<file path="src/rtl/demux1to4_reg.sv">
// Registered 1-to-4 stream demultiplexer: one valid/ready input steered by i_sel
// into four single-entry buffers, each with its own valid/ready drain port and drain counter.
module demux1to4_reg #(
    parameter int n  = 32,
    parameter int CW = 8
) (
    input  logic          i_clk,
    input  logic          i_rst,
    input  logic          i_valid,
    output logic          o_ready,
    input  logic [1:0]    i_sel,
    input  logic [n-1:0]  i_data,
    output logic          o_valid0,
    output logic          o_valid1,
    output logic          o_valid2,
    output logic          o_valid3,
    input  logic          i_ready0,
    input  logic          i_ready1,
    input  logic          i_ready2,
    input  logic          i_ready3,
    output logic [n-1:0]  o_data0,
    output logic [n-1:0]  o_data1,
    output logic [n-1:0]  o_data2,
    output logic [n-1:0]  o_data3,
    output logic [CW-1:0] o_cnt0,
    output logic [CW-1:0] o_cnt1,
    output logic [CW-1:0] o_cnt2,
    output logic [CW-1:0] o_cnt3
);

    logic [3:0]           ready_vec;
    logic [3:0]           valid_vec;
    logic [3:0][n-1:0]    data_vec;
    logic [3:0][CW-1:0]   cnt_vec;
    logic                 accept;

    assign ready_vec = {i_ready3, i_ready2, i_ready1, i_ready0};

    // A full buffer still accepts when it drains on the same edge, giving 1 word/cycle per channel.
    assign o_ready = ~valid_vec[i_sel] | ready_vec[i_sel];
    assign accept  = i_valid & o_ready;

    generate
        for (genvar gi = 0; gi < 4; gi++) begin : g_ch
            logic          valid_q, valid_d;
            logic [n-1:0]  data_q,  data_d;
            logic [CW-1:0] cnt_q,   cnt_d;
            logic          drain;
            logic          take;

            always_comb begin
                drain   = valid_q & ready_vec[gi];
                take    = accept & (i_sel == 2'(gi));
                valid_d = take | (valid_q & ~drain);
                data_d  = take ? i_data : data_q;
                cnt_d   = drain ? cnt_q + CW'(1) : cnt_q;
            end

            always_ff @(posedge i_clk or posedge i_rst) begin
                if (i_rst) begin
                    valid_q <= 1'b0;
                    data_q  <= '0;
                    cnt_q   <= '0;
                end else begin
                    valid_q <= valid_d;
                    data_q  <= data_d;
                    cnt_q   <= cnt_d;
                end
            end

            assign valid_vec[gi] = valid_q;
            assign data_vec[gi]  = data_q;
            assign cnt_vec[gi]   = cnt_q;
        end
    endgenerate

    assign o_valid0 = valid_vec[0];
    assign o_valid1 = valid_vec[1];
    assign o_valid2 = valid_vec[2];
    assign o_valid3 = valid_vec[3];
    assign o_data0  = data_vec[0];
    assign o_data1  = data_vec[1];
    assign o_data2  = data_vec[2];
    assign o_data3  = data_vec[3];
    assign o_cnt0   = cnt_vec[0];
    assign o_cnt1   = cnt_vec[1];
    assign o_cnt2   = cnt_vec[2];
    assign o_cnt3   = cnt_vec[3];

endmodule

</file>
<file path="config.mk">
export PLATFORM = sky130hd
export DESIGN_NAME = demux1to4_reg
export DESIGN_NICKNAME = d
export VERILOG_FILES = /design/src/rtl/demux1to4_reg.sv
export SDC_FILE = /design/constraint.sdc
export NUM_CORES = 1
export LEC_CHECK = 0
export ABC_AREA = 1
export CAP_MARGIN = 20
export CORE_MARGIN = 3
export CORE_UTILIZATION = 29
export DETAILED_ROUTE_END_ITERATION = 6
export PLACE_DENSITY = 0.52
export SYNTH_ARGS = -nofsm -noshare
export SYNTH_HDL_FRONTEND = slang
export SYNTH_SLANG_ARGS = --single-unit
export TNS_END_PERCENT = 20
</file>
<file path="constraint.sdc">
create_clock -name i_clk -period 12.45 [get_ports i_clk]
set_clock_uncertainty 0.15 [all_clocks]
set_input_delay 3.735 -clock i_clk [delete_from_list [all_inputs] [get_ports i_clk]]
set_output_delay 3.735 -clock i_clk [all_outputs]
set_load 0.1 [all_outputs]
</file>
Word-level counts from Yosys, hierarchy flattened
Index checks and enable logic that the tools add are counted.

Bits in registers: 164. Input bits: 41. Output and inout port bits: 165.

Add/sub/neg operators: 4. Order comparisons: 1. Eq/ne operators: 3. Muxes and demuxes: 4. Bitwise operators: 23. Reductions and logical operators: 1.

Operators with widths (number): adder 8 x 1 -> 8 bit, second input constant (4); bitwise AND 1 bit (13); NOT 1 bit (5); OR 1 bit (5); binary-select mux 1 bit (select 2 bit) (2); equality test 2 bit, second input constant (2); < comparator 2 x 3 -> 1 bit, second input constant (1); equality test 2 x 1 -> 1 bit, second input constant (1); zero test 2 bit (1); 2-to-1 mux 1 bit (2).

Depth between registers and ports, before layout
Gate-level depths: netlist of the first run.

Word-level depth: 7. Mapped depth: 11.

Worst setup path before layout of the first run
No wires, ideal clock.

Kind: input-to-output. Start: input port i_sel[1]. End: output port o_ready. Arrival: 4792 ps. Path slack: 3773 ps. Cell stages on the path: 7. Cell sequence: buf_4 nor2_4 nand2_1 nand2_1 nor2_4 nand2_8 buf_2.

Cells in the longest elaborated chain, start to end: 4.

Ends and longest elaborated chain: from (decl) (RTL line 11) `input logic [1:0] i_sel,`; binary-select mux 1 bit (select 2 bit) (RTL line 40) `assign o_ready = ~valid_vec[i_sel] | ready_vec[i_sel];`; 2-to-1 mux 1 bit (implied by the code) (RTL line 40); NOT 1 bit (RTL line 40); OR 1 bit (*) (RTL line 40); to (decl) (RTL line 10) `output logic o_ready,`.

Every way passes the cells marked *; elsewhere a longest branch is shown, timed or not. The select of a mux whose other input is x is not followed.

Final worst setup path of the first run
Start: input port i_sel[0]. End: output port o_ready.

Same word-level chain as after synthesis.

==> results by group, run 1 <==
Status
  • Outcome: finished clean

STA
  • Final hold slack: 0.3209 ns
  • Tmin final: 10.13 ns
  • Pins over their slew limit: 0
  • Fin crit share: 0.8135
  • Maximum clock frequency: 98.73 MHz
  • Slew HR: 0.3048
  • # setup viols final: 0
  • Fin Setup TNS: 0 ns
  • Worst setup margin: 2.322 ns
  • Worst-Margin Slew: 1.040 ns
  • Hold Vio Cnt, Final: 0
  • Unrepaired setup endpoints after global routing: false

Final layout
  • Final Cell Area: 0.009784 mm2
  • Layout cells sized above 1: 0.05802
  • Multi-input gate area: 0.002502 mm2
  • Final core occ: 0.4131
  • Diode count: 0
  • Fillers: 2415
  • Nets: 980
  • Register area: 0.004104 mm2
  • Area Overhead vs Synth: 38.92%

Power and ir drop
  • VDD IR max: 0.1437 mV
  • P_leak: 4.683 nW
  • Cell Pwr Density: 260.7 mW/mm2

Critical path
  • Critical-path maximum fanout: 133
  • Critical Path AT: 6.24 ns
  • Critical path class: in2out
  • Cell chain of the critical path: clkdlybuf4s50_1, nor2_4, buf_4, nand2_1, nand2_1, nor2_4, nand2_8, buf_4
  • Crit path largest cell delay: 0.61 ns
  • Startpoint types: input pin
  • Buffers & Inverters on Critical Path: 3
  • Crit path capture type: output port
  • WP data required: 8.56 ns
  • CP delay by family, top: buffers and inverters
  • CP max-delay cell: clkdlybuf4s50_1

Clock network
  • Max Root-Sink Buffers: 2
  • CTS clock-pin slew for the worst setup and hold paths: 0.07 ns
  • Post-CTS sizing: 0
  • Post-CTS setup buffers: 0
  • # H-tree levels: 4
  • Clk sinks: 164
  • CTS tree: yes
  • Hold buffer count at cts: 0
  • Root buf cell: clkbuf_16
  • Clk_lat worst skew: 0.42 ns
  • TritonCTS buffer count: 17

GRT
  • Initial antenna violation count: 0
  • Met1 usage: 0.2426
  • First-pass GRT wire length: 35730 um
  • Met3 Resource Use GR: 0.05381
  • GR met2 Demand/Resource: 0.2669
  • Grt total ovfl: 0
  • GR Util All Layers: 0.1735
  • Largest net degree at the start of global routing: 134
  • Vias in the first global route: 6136
  • Most Crowded Layer GR: met2

Synth
  • Top cells by area, synth: dfrtp_1, nand2_1, nand4_1
  • Ys async rst share: 1.000
  • Flops & latches, synth: 164
  • Synth top cells by count: nand2_1, dfrtp_1, nand4_1
  • Warnings from Yosys: 0
  • Syn nets: 807
  • Cells after synthesis: 762
  • Synth top area share: 0.5827
  • Syn Area/Cell: 9.243 um2
  • Register area share after synthesis: 0.5827
  • Post-synth EDFFs: 0
  • Synthesized cell area: 0.007043 mm2
  • Commonest register cell after synthesis: dfrtp_1
  • Most frequent cell after synthesis: nand2_1
  • Largest area contributor in the netlist: dfrtp_1
  • Unique cell type count in the Yosys netlist: 26

Placed design
  • Setup WS pre-CTS: 2.319 ns
  • PortBufs: 205
  • Placed cell area: 0.009200 mm2
  • DPL Wire Length: 13870 um
  • Final RePlAce weighted congestion: 0.7630

Drt
  • DR WL/cell: 17.73 um
  • Drc violations: 0
  • Drt via density: 4.769
  • DR iter-0 viols: 401
  • Detailed Route WL: 22460 um
  • Pre-antenna DRT Iters: 5
  • Antenna viol nets, final: 0
  • Vias: 6042

Die
  • Row Count: 56
  • Die Y: 161.8 um
  • Top Ports: 206
  • Starting density of the core: 0.2974
  • Chip width: 161.8 um
  • Die ar.: 0.02619 mm2
  • Core area: 0.02368 mm2

Flow run
  • Max-Cap Viols: 0

Hold path
  • Hold/Removal Path Class: reg2reg
==> area by class of cell <==
type / instances / area share
Timing Repair Buffer: 209 / 0.2123
Tap cell: 319 / 0.04079
Inverter: 30 / 0.01202
Multi-Input combinational cell: 513 / 0.2558
Clock buffer: 18 / 0.04488
Sequential cell: 164 / 0.4194
Clock inverter: 14 / 0.01483
==> layer usage <==
layer | vias up | routed length (um)
met5 | - | 0
met4 | 0 | 166
met3 | 15 | 1580
met2 | 177 | 10120
met1 | 2961 | 10600
li1 | 2889 | -
==> layout by cell type (no fill, tap or decap), types with 6 or more instances in the layout <==
cell,Yosys,routed
nand3_1,11,11
clkbuf_16,0,17
xor2_1,12,12
nand2_1,310,310
inv_1,24,23
nand4_1,130,130
inv_2,6,6
nor2_1,15,14
clkdlybuf4s50_1,0,203
xnor2_1,9,9
dfrtp_1,164,164
buf_4,1,6
nor3_1,6,6
==> worst register-to-register path, stage by stage (launching register included) <==
cell     delay (ns)
dfrtp_1        0.41
nand2_1        0.08
nand2_1        0.06
nand2_1        0.05
nand2_1        0.13
nand2_8        0.60
nand3_2        1.03
nand2_1        0.32
nand2_1        0.08
==> stage by stage <==
step / power, W / std cells
after floorplan: 0.001715 / 762
after global placement: 0.002035 / 1235
after detailed placement: 0.002040 / 1235
after CTS: 0.002579 / 1267
after global routing: 0.002656 / 1267
final: 0.002551 / 1267
==> final timing paths <==
kind                       cells past startpoint   startpoint  slack [ns]     endpoint
setup / recovery                               8     i_sel[0]        2.32      o_ready
hold / removal                                 2  o_data0[18]        0.32  o_data0[18]
hold reg to reg                                2  o_data0[18]        0.32  o_data0[18]
max in group asynchronous                      3        i_rst        6.88    o_cnt0[2]
setup reg to reg                               8     o_valid3        9.43  o_data1[29]
min in group asynchronous                      2        i_rst        3.69    o_cnt2[7]
==> cell families after synthesis <==
family / count (synthesis) / share of synthesized area
AO/OA/AOI/OAI: 5 / 0.003552
buffers and inverters: 85 / 0.06378
multiplexers: 1 / 0.001599
adder cells (fa/ha/maj): 4 / 0.007106
flip-flops: 164 / 0.5827
XOR/XNOR: 21 / 0.02612
AND/OR/NAND/NOR: 482 / 0.3152
==> power breakdown <==
part           leakage (nW)  internal (W)  switching, W
registers              2.05      0.000646     0.0000870
clock network         0.292      0.000288      0.000240
logic                  2.34      0.000256       0.00103
total                  4.68       0.00119       0.00136
==> flip-flops by register name (all words and copies together), names as in the netlist <==
signal    count
o_valid2      1
o_data3      32
o_cnt0        8
o_cnt3        8
o_cnt1        8
o_valid1      1
o_data1      32
o_cnt2        8
o_data0      32
o_data2      32
o_valid0      1
o_valid3      1
No activity file was read; power rests on OpenSTA's default activity.
==> inputs of run 2 (changes only) <==
==> constraint.sdc (replaced) <==
create_clock -name i_clk -period 10 [get_ports i_clk]
set_clock_uncertainty 0.15 [all_clocks]
set_input_delay 3 -clock i_clk [delete_from_list [all_inputs] [get_ports i_clk]]
set_output_delay 3 -clock i_clk [all_outputs]
set_load 0.1 [all_outputs]
==> run 2 against run 1 <==
Core utilization about the same. First-iteration DRC count increased by 15%. Power rose by 24%. Count of clock-buffer cells in the layout increased by 2. Setup slack got worse by 0.58 ns. Sequential power up 24%. Largest cell class unchanged.
==> results by group, run 2 (synthesis results as in run 1) <==
Power and ir drop
  • VDD IR max: 0.1574 mV (+9.5%)
  • P_leak: 4.661 nW (-0.47%)
  • Cell Pwr Density: 322.6 mW/mm2 (+24%)

GRT
  • Grt total ovfl: 0 (unchanged)
  • First-pass GRT wire length: 35170 um (-1.6%)
  • GR Util All Layers: 0.1710 (-0.002508)
  • Met1 usage: 0.2384 (-0.004168)
  • Largest net degree at the start of global routing: 109 (-19%)
  • Met3 Resource Use GR: 0.06452 (+0.01071)
  • Initial antenna violation count: 0 (unchanged)
  • GR met2 Demand/Resource: 0.2581 (-0.008789)
  • Most Crowded Layer GR: met2
  • Vias in the first global route: 5975 (-2.6%)

STA
  • Fin crit share: 0.8258
  • Slew HR: 0.2871 (-0.01768)
  • Worst-Margin Slew: 1.066 ns (+0.02644 ns)
  • Unrepaired setup endpoints after global routing: false
  • # setup viols final: 0 (unchanged)
  • Pins over their slew limit: 0 (unchanged)
  • Tmin final: 8.258 ns
  • Hold Vio Cnt, Final: 0 (unchanged)
  • Maximum clock frequency: 121.1 MHz
  • Fin Setup TNS: 0 ns (unchanged)

Hold path
  • Hold path depth: 2 (unchanged)
  • Hold/Removal Path Class: reg2reg
  • Worst Hold Path EP: o_data0[26]
  • HP Start: o_data0[26]

Final layout
  • Layout cells sized above 1: 0.05585 (-0.002169)
  • Nets: 981 (+0.10%)
  • Final std cells w/o fill: 1268 (+0.079%)
  • Most frequent cells in the layout: nand2_1, clkdlybuf4s50_1, dfrtp_1
  • Area Overhead vs Synth: 38.94% (about the same)
  • Diode count: 0 (unchanged)
  • Fillers: 2426 (+0.46%)
  • Final core occ: 0.4132 (about the same)
  • Commonest non-fill, non-tap cell in the layout: nand2_1

Clock network
  • Hold buffer count at cts: 0 (unchanged)
  • CTS tree: yes
  • TritonCTS buffer count: 17 (unchanged)
  • Clk_lat worst skew: 0.42 ns (about the same)
  • Clk sinks: 164 (unchanged)
  • Post-CTS setup buffers: 0 (unchanged)
  • Post-CTS sizing: 0 (unchanged)
  • CTS clock-pin slew for the worst setup and hold paths: 0.07 ns (about the same)
  • Root buf cell: clkbuf_16
  • Max Root-Sink Buffers: 2 (unchanged)
  • # H-tree levels: 4 (unchanged)

Critical path
  • Critical-path maximum fanout: 52 (-61%)
  • Worst R2R End: o_data1[12]
  • CP max-delay cell: clkdlybuf4s50_1
  • Crit path largest cell delay: 0.60 ns (about the same)
  • Critical Path AT: 5.11 ns (-1.13 ns)
  • Setup crit start: i_sel[0]
  • Startpoint types: input pin
  • WP data required: 6.85 ns (-1.71 ns)
  • Crit path capture type: output port
  • R2r setup slk: 7.48 ns (-1.95 ns)
  • Reg2Reg Depth: 8 (unchanged)
  • Critical path class: in2out
  • Reg2Reg Launch Point: o_valid3
  • Cell chain of the critical path: clkdlybuf4s50_1, nor2_4, buf_4, nand2_1, nand2_1, nor2_4, nand2_8, buf_4

Die
  • Die ar.: 0.02619 mm2 (unchanged)
  • Top Ports: 206 (unchanged)
  • Row Count: 56 (unchanged)
  • Starting density of the core: 0.2974 (unchanged)
  • Die Y: 161.8 um (unchanged)
  • Core area: 0.02368 mm2 (unchanged)
  • Chip width: 161.8 um (unchanged)

Drt
  • Vias: 5981 (-1.0%)
  • DR iter-0 viols: 460 (+15%)
  • Drt via density: 4.717 (-1.1%)
  • Antenna viol nets, final: 0 (unchanged)
  • Drc violations: 0 (unchanged)
  • Detailed Route WL: 22460 um (about the same)
  • DR WL/cell: 17.71 um (-0.11%)
  • Pre-antenna DRT Iters: 5 (unchanged)

Placed design
  • DPL Wire Length: 13810 um (-0.43%)
  • Placed instance count: 1235 (unchanged)
  • Final RePlAce weighted congestion: 0.7533 (-1.3%)
  • PortBufs: 205 (unchanged)

Flow run
  • Max-Cap Viols: 0 (unchanged)

Status
  • Outcome: finished clean
==> run 2: changes by cell type in the layout (fill, tap and decap cells not counted) <==
cell        previous run  this run
clkbuf_1               0         3
clkbuf_8               1         0
clkinvlp_4             0         4
clkinv_8               1         0
buf_16                 0         1
clkinv_2               3         0
inv_8                  2         0
==> run 2: metal layers <==
metal / vias to the layer above / routed length, um
li1: 2899 / -
met4: 0 / 107
met2: 166 / 9988
met1: 2910 / 10650
met5: - / 0
met3: 6 / 1707
==> run 2: cell type report <==
type	count	area, um2	area share
Timing Repair Buffer	210	2105	0.2151
Clock inverter	12	121.4	0.01240
Multi-Input combinational cell	513	2502	0.2557
Inverter	30	117.6	0.01202
Sequential cell	164	4104	0.4194
Clock buffer	20	436.7	0.04462
Tap cell	319	399.1	0.04079
==> run 2: critical path, delay by kind of cell <==
| family | cells | cell delay (ns) |
|---|---|---|
| buffers and inverters | 3 | 1.39 |
| and+or+nand+nor | 5 | 0.70 |
==> run 2: per-stage QoR <==
step,area (um2),hold slack (ns),total power (W),setup slack (ns)
global route,9786,0.3417,0.003291,1.597
finish,9786,0.3212,0.003157,1.742
CTS,9758,0.3250,0.003192,1.725
global placement,9200,0.3023,0.002534,1.728
detailed placement,9200,0.3082,0.002537,1.729
floorplan,7043,0.8251,0.002136,2.417
==> run 2: worst max path at each step <==
| stage | to | slack, ns | cells past startpoint |
|---|---|---|---|
| 6_report | o_ready | 1.74 | 8 |
| 5_1_grt | o_ready | 1.60 | 8 |
| 2_1_floorplan | o_cnt0[0] | 2.42 | 1 |
| 3_5_place_dp | o_ready | 1.73 | 8 |
| 4_1_cts | o_ready | 1.73 | 8 |
| 3_3_place_gp | o_ready | 1.73 | 8 |
==> run 2: where the power goes <==
group	internal, W	switching (W)	leakage, nW
sequential	0.000804	0.000103	2.05
combinational	0.000321	0.00129	2.35
clock	0.000348	0.000290	0.258
